File: src/rtl/instr_fetch_unit_pkg.sv
// Shared sizing constants for the instruction fetch unit and its queue.
// Tops take these as parameter defaults so a core can override them per instance.
package instr_fetch_unit_pkg;

    localparam int              IFU_ADDR_SIZE    = 32'd32;
    localparam int              IFU_INSTR_SIZE   = 32'd32;
    localparam logic [31:0]     IFU_RESET_VECTOR = 32'h0000_0000;
    localparam int              IFU_QUEUE_DEPTH  = 32'd4;
    localparam int              IFU_PC_STEP      = 32'd4;

endpackage : instr_fetch_unit_pkg

File: src/rtl/instr_fetch_unit_fetch_queue.sv
// Synchronous in-order FIFO holding fetched {pc, instr} entries.
// Flush clears occupancy and pointers; entry storage itself is never reset.
module fetch_queue #(
    parameter int WIDTH = 32'd64,
    parameter int DEPTH = 32'd4
) (
    input  logic                       clk,
    input  logic                       rst,
    input  logic                       i_push,
    input  logic                       i_pop,
    input  logic                       i_flush,
    input  logic [WIDTH-1:0]           i_wdata,
    output logic                       o_full,
    output logic                       o_empty,
    output logic [$clog2(DEPTH):0]     o_count,
    output logic [WIDTH-1:0]           o_head
);

    localparam int PW = $clog2(DEPTH);
    localparam int CW = PW + 1;
    localparam logic [PW-1:0] PTR_ONE  = PW'(1'b1);
    localparam logic [CW-1:0] CNT_ONE  = CW'(1'b1);
    localparam logic [CW-1:0] CNT_FULL = CW'(DEPTH);

    logic [WIDTH-1:0] r_mem [DEPTH];
    logic [PW-1:0]    r_wptr;
    logic [PW-1:0]    r_rptr;
    logic [CW-1:0]    r_count;

    // Pointer and occupancy bookkeeping; pointers wrap naturally at a power-of-2 depth.
    always_ff @(posedge clk or posedge rst) begin
        if (rst) begin
            r_wptr  <= '0;
            r_rptr  <= '0;
            r_count <= '0;
        end else if (i_flush) begin
            r_wptr  <= '0;
            r_rptr  <= '0;
            r_count <= '0;
        end else begin
            if (i_push) begin
                r_wptr <= r_wptr + PTR_ONE;
            end
            if (i_pop) begin
                r_rptr <= r_rptr + PTR_ONE;
            end
            case ({i_push, i_pop})
                2'b10:   r_count <= r_count + CNT_ONE;
                2'b01:   r_count <= r_count - CNT_ONE;
                default: r_count <= r_count;
            endcase
        end
    end

    // Entry storage write port.
    always_ff @(posedge clk) begin
        if (i_push && !i_flush) begin
            r_mem[r_wptr] <= i_wdata;
        end
    end

    assign o_full  = (r_count == CNT_FULL);
    assign o_empty = (r_count == '0);
    assign o_count = r_count;
    assign o_head  = r_mem[r_rptr];

endmodule : fetch_queue

File: src/rtl/instr_fetch_unit.sv
// Fetch stage: owns the fetch PC, drives IMem, and buffers {pc, instr} for decode.
// Redirects flush everything and restart at the word-aligned target; halt only stops fetching.
module instr_fetch_unit
    import instr_fetch_unit_pkg::*;
#(
    parameter int                       ADDR_SIZE   = IFU_ADDR_SIZE,
    parameter int                       INSTR_SIZE  = IFU_INSTR_SIZE,
    parameter int                       QUEUE_DEPTH = IFU_QUEUE_DEPTH,
    parameter logic [ADDR_SIZE-1:0]     RESET_PC    = ADDR_SIZE'(IFU_RESET_VECTOR)
) (
    input  logic                            clk,
    input  logic                            rst,
    output logic [ADDR_SIZE-1:0]            imemAddr,
    input  logic [INSTR_SIZE-1:0]           imemData,
    input  logic                            halt,
    input  logic                            redirectValid,
    input  logic [ADDR_SIZE-1:0]            redirectTarget,
    output logic                            instrValid,
    input  logic                            instrReady,
    output logic [INSTR_SIZE-1:0]           instr,
    output logic [ADDR_SIZE-1:0]            instrPC,
    output logic [$clog2(QUEUE_DEPTH):0]    queueCount
);

    localparam int                   ENTRY_W  = ADDR_SIZE + INSTR_SIZE;
    localparam logic [ADDR_SIZE-1:0] PC_STEP  = ADDR_SIZE'(IFU_PC_STEP);
    localparam logic [ADDR_SIZE-1:0] LOW_MASK = ADDR_SIZE'(2'b11);

    function automatic logic [ADDR_SIZE-1:0] align_word(input logic [ADDR_SIZE-1:0] addr);
        return addr & ~LOW_MASK;
    endfunction

    logic [ADDR_SIZE-1:0]           r_fetch_pc;
    logic                           w_enq;
    logic                           w_deq;
    logic                           w_full;
    logic                           w_empty;
    logic [ENTRY_W-1:0]             w_head;
    logic [$clog2(QUEUE_DEPTH):0]   w_count;

    // A full queue may still accept a fetch when the head leaves in the same cycle.
    assign instrValid = !w_empty && !redirectValid;
    assign w_deq      = instrValid && instrReady;
    assign w_enq      = !rst && !halt && !redirectValid && (!w_full || w_deq);

    // Fetch PC: redirect beats everything, including halt.
    always_ff @(posedge clk or posedge rst) begin
        if (rst) begin
            r_fetch_pc <= RESET_PC;
        end else if (redirectValid) begin
            r_fetch_pc <= align_word(redirectTarget);
        end else if (w_enq) begin
            r_fetch_pc <= r_fetch_pc + PC_STEP;
        end
    end

    fetch_queue #(
        .WIDTH (ENTRY_W),
        .DEPTH (QUEUE_DEPTH)
    ) u_fetch_queue (
        .clk     (clk),
        .rst     (rst),
        .i_push  (w_enq),
        .i_pop   (w_deq),
        .i_flush (redirectValid),
        .i_wdata ({r_fetch_pc, imemData}),
        .o_full  (w_full),
        .o_empty (w_empty),
        .o_count (w_count),
        .o_head  (w_head)
    );

    assign imemAddr   = r_fetch_pc;
    assign instrPC    = w_head[ENTRY_W-1 -: ADDR_SIZE];
    assign instr      = w_head[INSTR_SIZE-1:0];
    assign queueCount = w_count;

endmodule : instr_fetch_unit
File: config.mk
export PLATFORM = sky130hd
export DESIGN_NAME = instr_fetch_unit
export DESIGN_NICKNAME = d
export VERILOG_FILES = /design/src/rtl/instr_fetch_unit_pkg.sv /design/src/rtl/instr_fetch_unit_fetch_queue.sv /design/src/rtl/instr_fetch_unit.sv
export SDC_FILE = /design/constraint.sdc
export NUM_CORES = 1
export LEC_CHECK = 0
export CELL_PAD_IN_SITES_DETAIL_PLACEMENT = 0
export CELL_PAD_IN_SITES_GLOBAL_PLACEMENT = 2
export CORE_ASPECT_RATIO = 0.9
export CORE_MARGIN = 2
export CORE_UTILIZATION = 41
export CTS_CLUSTER_DIAMETER = 150
export DETAILED_ROUTE_END_ITERATION = 12
export GPL_TIMING_DRIVEN = 1
export PLACE_DENSITY = 0.89
export SKIP_CTS_REPAIR_TIMING = 1
export SLEW_MARGIN = 40
export SYNTH_ARGS = -nofsm -noshare
export SYNTH_HDL_FRONTEND = slang
export SYNTH_HIERARCHICAL = 1
export SYNTH_SLANG_ARGS = --single-unit
export TNS_END_PERCENT = 5
File: constraint.sdc
create_clock -name clk -period 5 [get_ports clk]
set_input_delay 1 -clock clk [delete_from_list [all_inputs] [get_ports clk]]
set_output_delay 1 -clock clk [all_outputs]
set_load 0.02 [all_outputs]
# == Yosys cells after proc, flatten, opt, wreduce, memory -nomap -nowiden ==
# Memory sizes are Yosys's and may differ from the RTL's.
# Index checks and enable logic that the tools add are counted.
# totals
regBits,39
latch_bits,0
mem_bits_rw,256
mem_bits_ro,0
in_bits,69
output_inout_bits,100
elab_cells,39
n_memories,1
# op_classes
addsub,5
mul,0
div,0
n_lt_le_gt_ge,0
eq_ne,3
shifts,0
n_mux,10
n_bitwise,0
reduce_logical,16
# memory_table
memory,depth,width,read_ports,rd_clocked_by_memory_dff,wr,line,source
u_fetch_queue.r_mem,4,64,1,0,1,instr_fetch_unit_fetch_queue.sv:25,logic [WIDTH-1:0] r_mem [DEPTH];
# op_table
cell,n
32-bit 2-to-1 mux,2
"32-bit by 3-bit adder with 32-bit output, second input constant",1
2-bit 2-to-1 mux,4
1-bit logical AND,6
3-bit case mux with 2 select lines,1
1-bit zero test,5
"2-bit by 1-bit adder with 2-bit output, second input constant",2
2-bit nonzero test,2
"3-bit by 1-bit adder with 3-bit output, second input constant",1
"3-bit equality test, second input constant",1
3-bit zero test,1
3-bit 2-to-1 mux,1
3-bit nonzero test,1
"3-bit by 1-bit subtractor with 3-bit output, second input constant",1
"2-bit by 1-bit equality test with 1-bit output, second input constant",1
"2-bit equality test, second input constant",1
1-bit 2-to-1 mux,2
1-bit logical OR,1

# == Logic depth before layout (Yosys ltp) ==
# depth
ltp_word,9
ltp_mapped,11
mapped_depth_nobuf,9

# == Modules after synthesis ==
# Netlist, hierarchy kept.
# by_module_without_submodules
module,instances,cells_each,area_each_um2,seq_area_each_um2
fetch_queue,1,378,9673.0,7862.5
instr_fetch_unit,1,220,1925.6,750.7

# == Worst setup path before layout ==
# OpenSTA, ideal clock, no wires.
# synth_path
path_type,in2reg
from,input redirectValid
to,"memory u_fetch_queue/r_mem[0][0] (netlist bit), enable pin"
setup_time_ns,0.429
arrival_time_ns,3.696
required_ns,4.571
path_slack_ns,0.875
cell_stages,8
n_path_buf,3
cell_sequence,buf_6 > nor3_4 > o21ai_2 > inv_2 > buf_4 > buf_2 > nor2b_1 > and2_1
# synth_via
elab_chain_cells,8
word_cells_on_any_way,9
classes_between,mux: 2; reduce/logical: 7
# synth_lines
item,line,source
start: declaration,instr_fetch_unit.sv:16,"input logic redirectValid,"
1-bit zero test *,"instr_fetch_unit.sv:42, instr_fetch_unit.sv:44",
1-bit logical AND,instr_fetch_unit.sv:42,assign instrValid = !w_empty && !redirectValid;
1-bit logical AND,instr_fetch_unit.sv:43,assign w_deq = instrValid && instrReady;
1-bit logical OR,instr_fetch_unit.sv:44,assign w_enq = !rst && !halt && !redirectValid && (!w_full || w_deq);
1-bit logical AND *,instr_fetch_unit.sv:44,
net w_enq,instr_fetch_unit.sv:34,logic w_enq;
1-bit logical AND *,instr_fetch_unit_fetch_queue.sv:57,if (i_push && !i_flush) begin
1-bit 2-to-1 mux *,instr_fetch_unit_fetch_queue.sv:57,
1-bit 2-to-1 mux (implied by the code) *,instr_fetch_unit_fetch_queue.sv:58,r_mem[r_wptr] <= i_wdata;
end: declaration,instr_fetch_unit_fetch_queue.sv:25,
# The timed path passes the listed nets; every way through them passes the cells marked *.

# == Worst setup path after layout ==
# layout_path
from,register u_fetch_queue.r_rptr[0]
to,output instr[16]
# layout_via
elab_chain_cells,1
# layout_lines
item,line,source
start: declaration,instr_fetch_unit_fetch_queue.sv:27,logic [PW-1:0] r_rptr;
start signal: assignment,instr_fetch_unit_fetch_queue.sv:45,r_rptr <= r_rptr + PTR_ONE;
memory read 4 x 64 bit,n/a,
end: declaration,instr_fetch_unit.sv:20,"output logic [INSTR_SIZE-1:0] instr,"
# No other way between the ends.

==> impl_metrics.tcl <==
set metrics [dict create \
    cts.htree.levels 1 \
    fin_crit_ns 3.99 \
    die_area_um2 29700 \
    detailedPlacementHpwl_mm 15.6 \
    place_inst 1115 \
    share_comb_of_total_power 0.080 \
    io_count 169 \
    min-delay-path-class "reg2reg" \
    slew_headroom 0.530 \
    synthTopCellsByArea "edfxtp_1, mux4_2, dfrtp_1" \
    layout.core_utilization 0.528 \
    track_usage 0.169 \
    timing.critical_path.required_ns 4.00 \
    timing.final.setup_violations 0 \
    wp_data_arrival_ns 2.99 \
    finalClockSkew_ns 0.00812 \
    power.switching_mw 1.19 \
    syn_to_final_growth_pct 26.9 \
    fp-row-count 58 \
    drt_first_iter_violations 420 \
    post-synth-top-area-cell "edfxtp_1" \
    cts_made_buffers 29 \
    endpoint_kind "output port" \
    tritoncts "done" \
    cts-root-buf "clkbuf_16" \
    netlist-cell-type-count 49 \
    synth-main-ff-cell "edfxtp_1" \
    route.detailed.vias_per_inst 5.35 \
    p_total_mw 5.47 \
    syn-mean-instance-area_um2 19.4 \
    yosysSeqAreaShare 0.743 \
    post-route-period-util 0.797 \
    peak_vdd_ir_uv 308 \
    power.share.clock 0.408 \
    powerDensity_nw_per_um2 372 \
    timing.critical_path.fanout_max 34 \
    drive_gt1_frac 0.169 \
    run_status "finished, final reports clean" \
    clk_latency_ns 0.55 \
    class_of_the_most_critical_setup_path "reg2out" \
    yosys-top-cells-count "edfxtp_1, mux4_2, nand2_1" \
    timing.final.max_slew_violations 0 \
    post_detailed_routing_wire_length_mm 24.9 \
    rsz0062_at_grt "false" \
    clock_sink_count 293 \
    fp.coreArea_um2 27900 \
    grt_start_max_net_pins 62 \
    final_hold_viol_count 0 \
    place.port_buffers 164 \
    worst-slew-pin-transition_ns 0.705 \
    setup_total_negative_slack_ns 0 \
    grt_antenna_before_repair 4 \
    max_freq_ghz 0.251 \
    ys_async_sr_fraction 0.126 \
    cts.path.max_buffers 3 \
    die_y_um 164 \
    count_of_flip_flops_with_a_built_in_enable_after_synthesis 256 \
    first_pass_iters 5 \
    gp_congestion 0.761 \
    grt_remaining_overflow 0 \
    layout.nets 861 \
    internal_power_mw 4.28 \
    initial_core_util 0.416 \
    ys.warnings.count 6 \
    routed_wire_length_per_instance_um 21.3 \
    number_of_violations_of_the_max_capacitance_limit 0 \
    yosys_register_bits 293 \
    path_clk_slew_ns 0.06 \
    synthCells 598 \
    layout.cells.non_filler 1171 \
    detail_route.drc_violations 0 \
    swShare 0.217 \
    chip_width_um 181 \
    cp-start-kind "flip-flop" \
    p_leak_nw 4.81 \
    synth_most_common_cell "edfxtp_1" \
    first_global_vias 6408 \
    antenna_violating_nets_post_route 0 \
    share_seq_of_total_power 0.513 \
    syn-cell-area_um2 11600 \
    detailroute.via_count 6263 \
    first_pass_grt_wire_length_mm 38.1 \
    netlist.area_leader.share 0.663 \
]
==> path summary, 6_finish.rpt <==
kind                                          start                         end  slack [ns]  depth (start not counted)
max                         u_fetch_queue/r_rptr[0]                   instr[16]        1.01                          3
min                         u_fetch_queue/r_wptr[1]     u_fetch_queue/r_wptr[1]        0.60                          2
max reg2reg                u_fetch_queue/o_count[0]  u_fetch_queue/r_mem[2][51]        2.28                          7
min reg2reg                 u_fetch_queue/r_wptr[1]     u_fetch_queue/r_wptr[1]        0.60                          2
max in group asynchronous                       rst                 imemAddr[9]        3.72                          3
min in group asynchronous                       rst    u_fetch_queue/o_count[0]        0.85                          2
==> sequential cells by signal, indices dropped and copies added, names as in the netlist <==
register	flops
imemAddr	30
u_fetch_queue/o_count	3
u_fetch_queue/r_mem	256
u_fetch_queue/r_rptr	2
u_fetch_queue/r_wptr	2
==> power by group through the flow <==
stage	combinational, mW	sequential (mW)	clock, mW
2_1_floorplan	0.210	2.85	0
3_3_place_gp	0.434	2.86	0
3_5_place_dp	0.439	2.86	0
4_1_cts	0.441	2.81	2.29
5_1_grt	0.467	2.82	2.39
6_report	0.437	2.81	2.23
==> area by class of cell <==
type / count / area (µm²)
repair buffers: 176 / 1810
fillers: 2254 / 13100
multi-input cells: 278 / 2820
diodes: 2 / 5.00
well taps: 360 / 450
flip-flops and latches: 293 / 8620
clock inverters: 20 / 233
inverters: 8 / 30.0
clock buffers: 34 / 754
==> cell families after synthesis <==
group	share of synthesized area
XOR/XNOR	0.00529
flip-flops	0.743
other	0.000323
adder cells (fa/ha/maj)	0.00712
AND/OR/NAND/NOR	0.0627
buffers and inverters	0.0189
AO/OA/AOI/OAI	0.0345
multiplexers	0.129
==> critical path, stage by stage (launching register included) <==
cell and delay (ns):
dfrtp_4 0.88, buf_4 0.43, mux4_2 0.56, clkdlybuf4s50_1 0.56
==> stage by stage <==
step	cell area [µm²]	hold WS [ns]	setup WS, ns
CTS	14700	0.593	0.917
detailed placement	13700	0.577	1.28
finish	14700	0.599	1.01
global placement	13700	0.564	1.33
global route	14700	0.623	0.810
floorplan	11600	0.538	0.875
==> layout by cell type (no fill, tap or decap), types with 6 or more instances in the layout <==
| cell type | netlist | routed |
|---|---|---|
| a221o_1 | 7 | 7 |
| conb_1 | 1 | 10 |
| nor2b_1 | 13 | 13 |
| nor2_1 | 20 | 20 |
| clkinv_1 | 0 | 6 |
| clkdlybuf4s50_1 | 0 | 163 |
| buf_4 | 6 | 6 |
| o21ai_0 | 16 | 16 |
| o211ai_1 | 8 | 8 |
| edfxtp_1 | 256 | 256 |
| inv_1 | 7 | 7 |
| mux4_2 | 64 | 64 |
| clkbuf_16 | 0 | 29 |
| nand2_1 | 40 | 40 |
| nand3_1 | 10 | 10 |
| clkinv_2 | 0 | 8 |
| o311ai_0 | 6 | 6 |
| nand4_1 | 9 | 9 |
| dfrtp_1 | 37 | 35 |
==> per-layer routing <==
layer	track usage	wire length [µm]	vias up
met5	0	27	-
met3	0.0421	1920	35
met1	0.235	10700	3203
met2	0.273	11800	226
li1	-	-	2795
met4	0.0388	481	4
Power figures use the tool's default switching activity.
